--- src/rtl/truth_table_sweeper_if.sv ---
// Host/function-block side bundle for truth_table_sweeper: sweep control,
// expected/captured tables, and the function block's input vector and output.
interface truth_table_sweeper_if #(
  parameter int N_INPUTS = 4
);
  localparam int TBL_W = 1 << N_INPUTS;

  logic                start;
  logic [TBL_W-1:0]    expected;
  logic                fn_out;
  logic [N_INPUTS-1:0] fn_in;
  logic                busy;
  logic                done;
  logic [TBL_W-1:0]    table_out;
  logic                match;
  logic [N_INPUTS:0]   mismatch_cnt;

  modport master (
    output start, expected, fn_out,
    input  fn_in, busy, done, table_out, match, mismatch_cnt
  );

  modport slave (
    input  start, expected, fn_out,
    output fn_in, busy, done, table_out, match, mismatch_cnt
  );
endinterface

--- src/rtl/truth_table_sweeper.sv ---
// Sweeps all 2^N_INPUTS vectors into a combinational function block, captures its truth
// table and counts mismatches against a latched expected table. TT_STOP_ON_MISMATCH_EN ends early.
module truth_table_sweeper #(
  parameter int N_INPUTS = 4,
  parameter int SETTLE   = 2
) (
  input logic              clk,
  input logic              rst,
  truth_table_sweeper_if.slave bus
);
  localparam int TBL_W = 1 << N_INPUTS;
  localparam logic [N_INPUTS-1:0] LAST_VEC = '1;
  localparam logic [7:0] SETTLE_LAST = (SETTLE == 0) ? 8'd0 : 8'(SETTLE - 1);

`ifdef TT_STOP_ON_MISMATCH_EN
  localparam bit STOP_ON_MISS = 1'b1;
`else
  localparam bit STOP_ON_MISS = 1'b0;
`endif

  typedef enum logic [1:0] {
    ST_IDLE,
    ST_SETTLE,
    ST_SAMPLE,
    ST_FINISH
  } state_t;

  state_t              state, state_nxt;
  logic [N_INPUTS-1:0] fn_in_q, fn_in_nxt;
  logic [7:0]          settle_q, settle_nxt;
  logic [TBL_W-1:0]    exp_q, exp_nxt;
  logic [TBL_W-1:0]    table_q, table_nxt;
  logic [N_INPUTS:0]   cnt_q, cnt_nxt;
  logic                busy_q, busy_nxt;
  logic                done_q, done_nxt;
  logic                match_q, match_nxt;
  logic                miss;
  logic                last_sample;

  // Never wraps: the count tops out at 2^N, below the all-ones code.
  function automatic logic [N_INPUTS:0] cnt_inc(input logic [N_INPUTS:0] c);
    cnt_inc = (c == '1) ? c : c + 1'b1;
  endfunction

  assign miss        = bus.fn_out ^ exp_q[fn_in_q];
  assign last_sample = (fn_in_q == LAST_VEC) || (STOP_ON_MISS && miss);

  always_comb begin
    state_nxt  = state;
    fn_in_nxt  = fn_in_q;
    settle_nxt = settle_q;
    exp_nxt    = exp_q;
    table_nxt  = table_q;
    cnt_nxt    = cnt_q;
    busy_nxt   = busy_q;
    done_nxt   = 1'b0;
    match_nxt  = match_q;
    case (state)
      ST_IDLE: begin
        if (bus.start) begin
          exp_nxt    = bus.expected;
          table_nxt  = '0;
          cnt_nxt    = '0;
          match_nxt  = 1'b0;
          fn_in_nxt  = '0;
          settle_nxt = '0;
          busy_nxt   = 1'b1;
          state_nxt  = (SETTLE == 0) ? ST_SAMPLE : ST_SETTLE;
        end
      end
      ST_SETTLE: begin
        settle_nxt = settle_q + 8'd1;
        if (settle_q == SETTLE_LAST) state_nxt = ST_SAMPLE;
      end
      ST_SAMPLE: begin
        table_nxt[fn_in_q] = bus.fn_out;
        if (miss) cnt_nxt = cnt_inc(cnt_q);
        if (last_sample) begin
          state_nxt = ST_FINISH;
        end else begin
          fn_in_nxt  = fn_in_q + 1'b1;
          settle_nxt = '0;
          state_nxt  = (SETTLE == 0) ? ST_SAMPLE : ST_SETTLE;
        end
      end
      ST_FINISH: begin
        done_nxt  = 1'b1;
        busy_nxt  = 1'b0;
        match_nxt = (cnt_q == '0);
        state_nxt = ST_IDLE;
      end
      default: state_nxt = ST_IDLE;
    endcase
  end

  // Reset clears the captured results as well as control, so a mid-sweep abort leaves no stale table.
  always_ff @(posedge clk) begin
    if (rst) begin
      state    <= ST_IDLE;
      fn_in_q  <= '0;
      settle_q <= '0;
      exp_q    <= '0;
      table_q  <= '0;
      cnt_q    <= '0;
      busy_q   <= 1'b0;
      done_q   <= 1'b0;
      match_q  <= 1'b0;
    end else begin
      state    <= state_nxt;
      fn_in_q  <= fn_in_nxt;
      settle_q <= settle_nxt;
      exp_q    <= exp_nxt;
      table_q  <= table_nxt;
      cnt_q    <= cnt_nxt;
      busy_q   <= busy_nxt;
      done_q   <= done_nxt;
      match_q  <= match_nxt;
    end
  end

  assign bus.fn_in        = fn_in_q;
  assign bus.busy         = busy_q;
  assign bus.done         = done_q;
  assign bus.table_out    = table_q;
  assign bus.match        = match_q;
  assign bus.mismatch_cnt = cnt_q;
endmodule

--- src/flat_wrapper.sv ---
// flat-port wrapper written by rule: the top's interface ports become plain ports
module truth_table_sweeper_flat 
#(
  parameter int N_INPUTS = 4,
  parameter int SETTLE   = 2
)
  (clk, rst, bus_start, bus_expected, bus_fn_out, bus_fn_in, bus_busy, bus_done, bus_table_out, bus_match, bus_mismatch_cnt);
  truth_table_sweeper_if #(.N_INPUTS(N_INPUTS)) bus_i ();
  input logic clk;
  input logic rst;
  input wire logic [$bits(bus_i.start)-1:0] bus_start;
  input wire logic [$bits(bus_i.expected)-1:0] bus_expected;
  input wire logic [$bits(bus_i.fn_out)-1:0] bus_fn_out;
  output wire logic [$bits(bus_i.fn_in)-1:0] bus_fn_in;
  output wire logic [$bits(bus_i.busy)-1:0] bus_busy;
  output wire logic [$bits(bus_i.done)-1:0] bus_done;
  output wire logic [$bits(bus_i.table_out)-1:0] bus_table_out;
  output wire logic [$bits(bus_i.match)-1:0] bus_match;
  output wire logic [$bits(bus_i.mismatch_cnt)-1:0] bus_mismatch_cnt;
  assign bus_i.start = bus_start;
  assign bus_i.expected = bus_expected;
  assign bus_i.fn_out = bus_fn_out;
  assign bus_fn_in = bus_i.fn_in;
  assign bus_busy = bus_i.busy;
  assign bus_done = bus_i.done;
  assign bus_table_out = bus_i.table_out;
  assign bus_match = bus_i.match;
  assign bus_mismatch_cnt = bus_i.mismatch_cnt;
  truth_table_sweeper #(.N_INPUTS(N_INPUTS), .SETTLE(SETTLE)) u_core (.clk(clk), .rst(rst), .bus(bus_i));
endmodule
--- config.mk ---
export PLATFORM = sky130hd
export DESIGN_NAME = truth_table_sweeper_flat
export DESIGN_NICKNAME = d
export VERILOG_FILES = /design/src/rtl/truth_table_sweeper_if.sv /design/src/rtl/truth_table_sweeper.sv /design/src/flat_wrapper.sv
export SDC_FILE = /design/constraint.sdc
export NUM_CORES = 1
export LEC_CHECK = 0
export BUFFER_PORTS_ARGS = -buffer_cell sky130_fd_sc_hd__buf_2
export CAP_MARGIN = 20
export CORE_MARGIN = 5
export CORE_UTILIZATION = 35
export CTS_CLUSTER_DIAMETER = 80
export DETAILED_ROUTE_END_ITERATION = 16
export PLACE_DENSITY = 0.56
export SYNTH_ARGS = -nofsm -noshare
export SYNTH_HDL_FRONTEND = slang
export SYNTH_SLANG_ARGS = --single-unit
export TNS_END_PERCENT = 5
--- constraint.sdc ---
create_clock -name clk -period 5.7 [get_ports clk]
set_input_delay 1.14 -clock clk [delete_from_list [all_inputs] [get_ports clk]]
set_output_delay 1.14 -clock clk [all_outputs]
set_load 0.02 [all_outputs]
### Word level (Yosys, flattened, before mapping)

Index checks and enable logic that the tools add are counted.

| storage, ports and cells | value |
|---|---|
| bits in registers | 54 |
| input bits | 20 |
| output and inout bits | 28 |
| logic and storage cells | 65 |

| cells by class | value |
|---|---|
| $add $sub $neg | 3 |
| magnitude comparators | 2 |
| equality and inequality tests | 11 |
| muxes and demuxes | 26 |
| bitwise operators | 1 |
| reduce and logical (&&, ||, !) cells | 13 |

Operator list:

| kind | number |
|---|---|
| $pmux 16 s2 | 1 |
| $pmux 8 s3 | 1 |
| $bwmux 16 | 1 |
| $mux 16 | 1 |
| $mux 8 | 2 |
| $mux 5 | 3 |
| $pmux 5 s2 | 1 |
| $add 8x1->8 const B | 1 |
| $eq 8x1->1 const B | 1 |
| $mux 4 | 2 |
| $pmux 2 s4 | 1 |
| $pmux 4 s2 | 1 |
| $reduce_and 2->1 | 4 |
| $mux 2 | 3 |
| $ne 2x2->1 const B | 3 |
| $reduce_and 3->1 | 2 |
| $add 5x1->5 const B | 1 |
| $eq 5x5->1 const B | 1 |
| $logic_not 5->1 | 1 |
| $lt 4x5->1 const B | 1 |
| $mux 1 | 5 |
| $add 4x1->4 const B | 1 |
| $bmux 1 s4 | 1 |
| $demux 1 s4 | 1 |
| other kinds (12) | 16 |

### Longest topological paths before layout

| depth | value |
|---|---|
| depth after elaboration | 6 |
| mapped depth | 8 |
| depth with buffers taken out | 8 |

### Least setup slack after synthesis

Ideal clock, no wire load.

| timing path | value |
|---|---|
| path kind | input port to flip-flop |
| start point | in bus_fn_out |
| end point | reg u_core.cnt_q[0] (netlist: u_core.bus.mismatch_cnt[0]) |
| setup time | 70 ps |
| arrival | 2,259 ps |
| required time | 5,630 ps |
| setup slack | 3,371 ps |
| stages on the path | 5 |
| buffers on the path | 1 |
| cells stage by stage | clkbuf_1 nor4b_1 mux2_4 or4_1 a21oi_1 |

| on the way | value |
|---|---|
| word-level cells in the longest chain between the ends | 3 |

Ends and longest elaborated chain:

| what | line | text |
|---|---|---|
| from (decl) | flat_wrapper.sv:13 | `input wire logic [$bits(bus_i.fn_out)-1:0] bus_fn_out;` |
| $xor 1x1->1 | truth_table_sweeper.sv:45 | `assign miss = bus.fn_out ^ exp_q[fn_in_q];` |
| $ne 2x1->1 (no source line) | n/a |  |
| $reduce_and 4->1 (no source line) | n/a |  |
| to (signal assigned) | truth_table_sweeper.sv:114 | `cnt_q <= cnt_nxt;` |
| to (decl) | truth_table_sweeper.sv:33 | `logic [N_INPUTS:0] cnt_q, cnt_nxt;` |

No other way between the ends.
A chain may end at the register's enable or synchronous reset.

### Worst setup path in the final report

| timing path | value |
|---|---|
| start point | reg u_core.fn_in_q[2] (netlist: u_core.bus.fn_in[2]) |
| end point | out bus_fn_in[2] |

RTL lines:

| what | line | text |
|---|---|---|
| from (decl) | truth_table_sweeper.sv:29 | `logic [N_INPUTS-1:0] fn_in_q, fn_in_nxt;` |
| from (signal assigned) | truth_table_sweeper.sv:110 | `fn_in_q <= fn_in_nxt;` |
| to (decl) | flat_wrapper.sv:14 | `output wire logic [$bits(bus_i.fn_in)-1:0] bus_fn_in;` |

No word-level cell between the ends.

==> results_dict.tcl <==
set metrics [dict create \
    outcome "finished clean" \
    combPwrFrac 0.115 \
    cts_made_buffers 5 \
    synth_seq_cells 54 \
    postLayoutCoreUtil 0.413 \
    portBuffers 47 \
    post-cts-setup-buffer-count 0 \
    rrSetupSlack_ps 3080 \
    synth_warnings 0 \
    nets 371 \
    dieWidth_um 96.1 \
    setup.worst_path.end "bus_fn_in[2]" \
    ant_nets 0 \
    netlist_instances 307 \
    synth_top_area_share 0.417 \
    die_area_um2 9230 \
    cp-start-kind "flip-flop" \
    final_common_cell "dfxtp_1" \
    area_delta_synth_final_pct 15.4 \
    crit_type "flip-flop to primary output" \
    pwr-share-seq 0.538 \
    fin_skew_ps 13.5 \
    finalMaxSlewViolations 0 \
    synth_fp_nets 336 \
    grt.total_usage 0.143 \
    worst_pin_slew_ps 975 \
    synth_cell_types 41 \
    core_area_um2 7250 \
    wire_per_inst_um 14.0 \
    maxSlewHeadroom 0.349 \
    setup_ws_ps 2950 \
    insertion_delay_ps 310 \
    path_depth 1 \
    critPathRequiredTime_ps 4560 \
    synth_top_area_cell "dfxtp_1" \
    fin_tns_setup_ps 0 \
    rr_endpoint "u_core.bus.mismatch_cnt[0]$_SDFFE_PP0P_" \
    grt_pass1_wl_um 10500 \
    num_vias 2297 \
    cpPeakStageDelay_ps 970 \
    power.share.clock 0.347 \
    clock-sinks 54 \
    ctsRootBufferMaster "clkbuf_8" \
    grt_max_degree 48 \
    drc 0 \
    ys_seq_area_frac 0.417 \
    hp-class "flip-flop to flip-flop" \
    layout_common_cells "dfxtp_1 (54), nand2_1 (49), buf_2 (47)" \
    pin_count 48 \
    cts_tree "yes" \
    finalSetupViolCount 0 \
    maxCapViolCount 0 \
    wl_um 6210 \
    cts.path.max_buffers 2 \
    cp.buffers_inverters 1 \
    diodes 0 \
    hold_viol_final 0 \
    timing.rr.start "u_core.bus.fn_in[2]$_SDFFE_PP0P_" \
    antenna_found_initial 0 \
    end_kind "primary output" \
    min_period_ps 2750 \
    fmax_ghz 0.363 \
    drtPass1Iterations 4 \
    whs_ps 462 \
    intPower_w 0.000552 \
    hold_buffers 0 \
    slowest_stage "dfxtp_1" \
    h-tree-depth 2 \
    switchingPower_w 0.000194 \
    cp_top_family "flip-flops" \
    ir_drop_mv 0.108 \
    post-route-period-util 0.483 \
    core.rowCount 31 \
    place.gp.congestion 0.795 \
    cp.arrival_ps 1610 \
    r2r_cells 5 \
    clk_pin_slew_ps 100 \
    drive_above_1_share 0.184 \
    p_per_area_nw_per_um2 249 \
    p_sw_frac 0.260 \
    synthesis.area_um2 2590 \
    pre_cts_slack_ps 3000 \
    vias_per_cell 5.20 \
    overflow 0 \
    path_cells "buf_2" \
    leakage_nw 1.14 \
    synth_area_leaders "dfxtp_1 (42%), a21oi_1 (7.5%), nand2_1 (7.1%)" \
    syn_avg_cell_area_um2 8.45 \
    critPathMaxFanout 25 \
    ctsResizeCount 0 \
    rsz0062_at_grt "no" \
    crit_path_start "u_core.bus.fn_in[2]$_SDFFE_PP0P_" \
    drtIter0Drc 170 \
    hpwlAfterDp_um 4310 \
    fp.dieH_um 96.1 \
    grt_pass1_vias 2189 \
    initial_utilization 0.358 \
]
## registers in the layout (all words and copies together) (netlist names)
name                     flops
u_core.bus.busy              1
u_core.bus.fn_in             4
u_core.bus.table_out        16
u_core.state                 2
u_core.bus.done              1
u_core.bus.match             1
u_core.exp_q                16
u_core.settle_q              8
u_core.bus.mismatch_cnt      5
## cell families (layout without fill, tap and decap cells)
| kind of cell | after synthesis | in the layout | synth area share |
|---|---|---|---|
| AO/OA/AOI/OAI | 70 | 70 | 0.167 |
| XOR/XNOR | 7 | 7 | 0.0236 |
| adder cells (fa/ha/maj) | 9 | 9 | 0.0434 |
| buffers and inverters | 29 | 65 | 0.0511 |
| flip-flops | 54 | 54 | 0.417 |
| multiplexers | 14 | 14 | 0.0656 |
| AND/OR/NAND/NOR | 124 | 124 | 0.233 |
## layer usage
| layer | GRT usage | vias to the layer above | wire [µm] |
|---|---|---|---|
| met5 | 0 | - | 0 |
| met1 | 0.192 | 1076 | 3020 |
| met2 | 0.224 | 52 | 2820 |
| met4 | 0.0521 | 0 | 76 |
| met3 | 0.0328 | 7 | 290 |
| li1 | - | 1162 | - |
## synthesized netlist by cell type, drive strengths merged
cell     number
o31a          1
nor3b         1
and2          1
a41oi         1
a31oi         1
clkbuf       20
nand2b        9
o211ai       13
buf           2
mux2i        11
o311ai        4
or4           1
o21ai         4
a21oi        39
or4b          1
a41o          1
nand2        49
dfxtp        54
o21bai        1
inv           7
nor2b         5
o2111ai       1
or3           2
nor4b         2
xnor2         2
xor2          5
mux4          2
a32oi         1
a2bb2oi       1
nand4        18
o41ai         1
o2bb2ai       1
and3          2
nor4bb        1
nor3          2
mux2          1
nor2         22
nand3         6
nor4          2
ha            9
## metrics by stage
stage | std cells | power, W | cell area, µm²
2_1_floorplan | 307 | 0.000468 | 2590
3_3_place_gp | 432 | 0.000492 | 2860
3_5_place_dp | 432 | 0.000493 | 2860
4_1_cts | 440 | 0.000753 | 2970
5_1_grt | 442 | 0.000782 | 2990
6_report | 442 | 0.000746 | 2990
## cell type report
class                           instances  area, µm²
Inverter                                7       26.3
Multi-Input combinational cell        224       1390
Clock inverter                          3       40.0
Timing Repair Buffer                   50        269
Tap cell                               99        124
Clock buffer                            5       68.8
Fill cell                             767       4260
Sequential cell                        54       1080
## worst min path at each step
stage	start	end	slack (ps)	cells past startpoint
after global placement	u_core.exp_q[3]$_SDFFE_PP0P_	u_core.exp_q[3]$_SDFFE_PP0P_	450	2
after CTS	u_core.exp_q[2]$_SDFFE_PP0P_	u_core.exp_q[2]$_SDFFE_PP0P_	460	2
after global routing	u_core.exp_q[15]$_SDFFE_PP0P_	u_core.exp_q[15]$_SDFFE_PP0P_	490	2
after detailed placement	u_core.exp_q[2]$_SDFFE_PP0P_	u_core.exp_q[2]$_SDFFE_PP0P_	450	2
after floorplan	u_core.exp_q[0]$_SDFFE_PP0P_	u_core.exp_q[0]$_SDFFE_PP0P_	440	2
final	u_core.exp_q[6]$_SDFFE_PP0P_	u_core.exp_q[6]$_SDFFE_PP0P_	460	2
## power by group through the flow
stage | Sequential, W | Clock [W] | Combinational [W]
after floorplan | 0.000407 | 0 | 0.0000608
final | 0.000402 | 0.000259 | 0.0000855
after global routing | 0.000404 | 0.000281 | 0.0000970
after global placement | 0.000410 | 0 | 0.0000814
after CTS | 0.000402 | 0.000269 | 0.0000826
after detailed placement | 0.000411 | 0 | 0.0000820
Note: power is estimated with default switching activity, not from simulation.
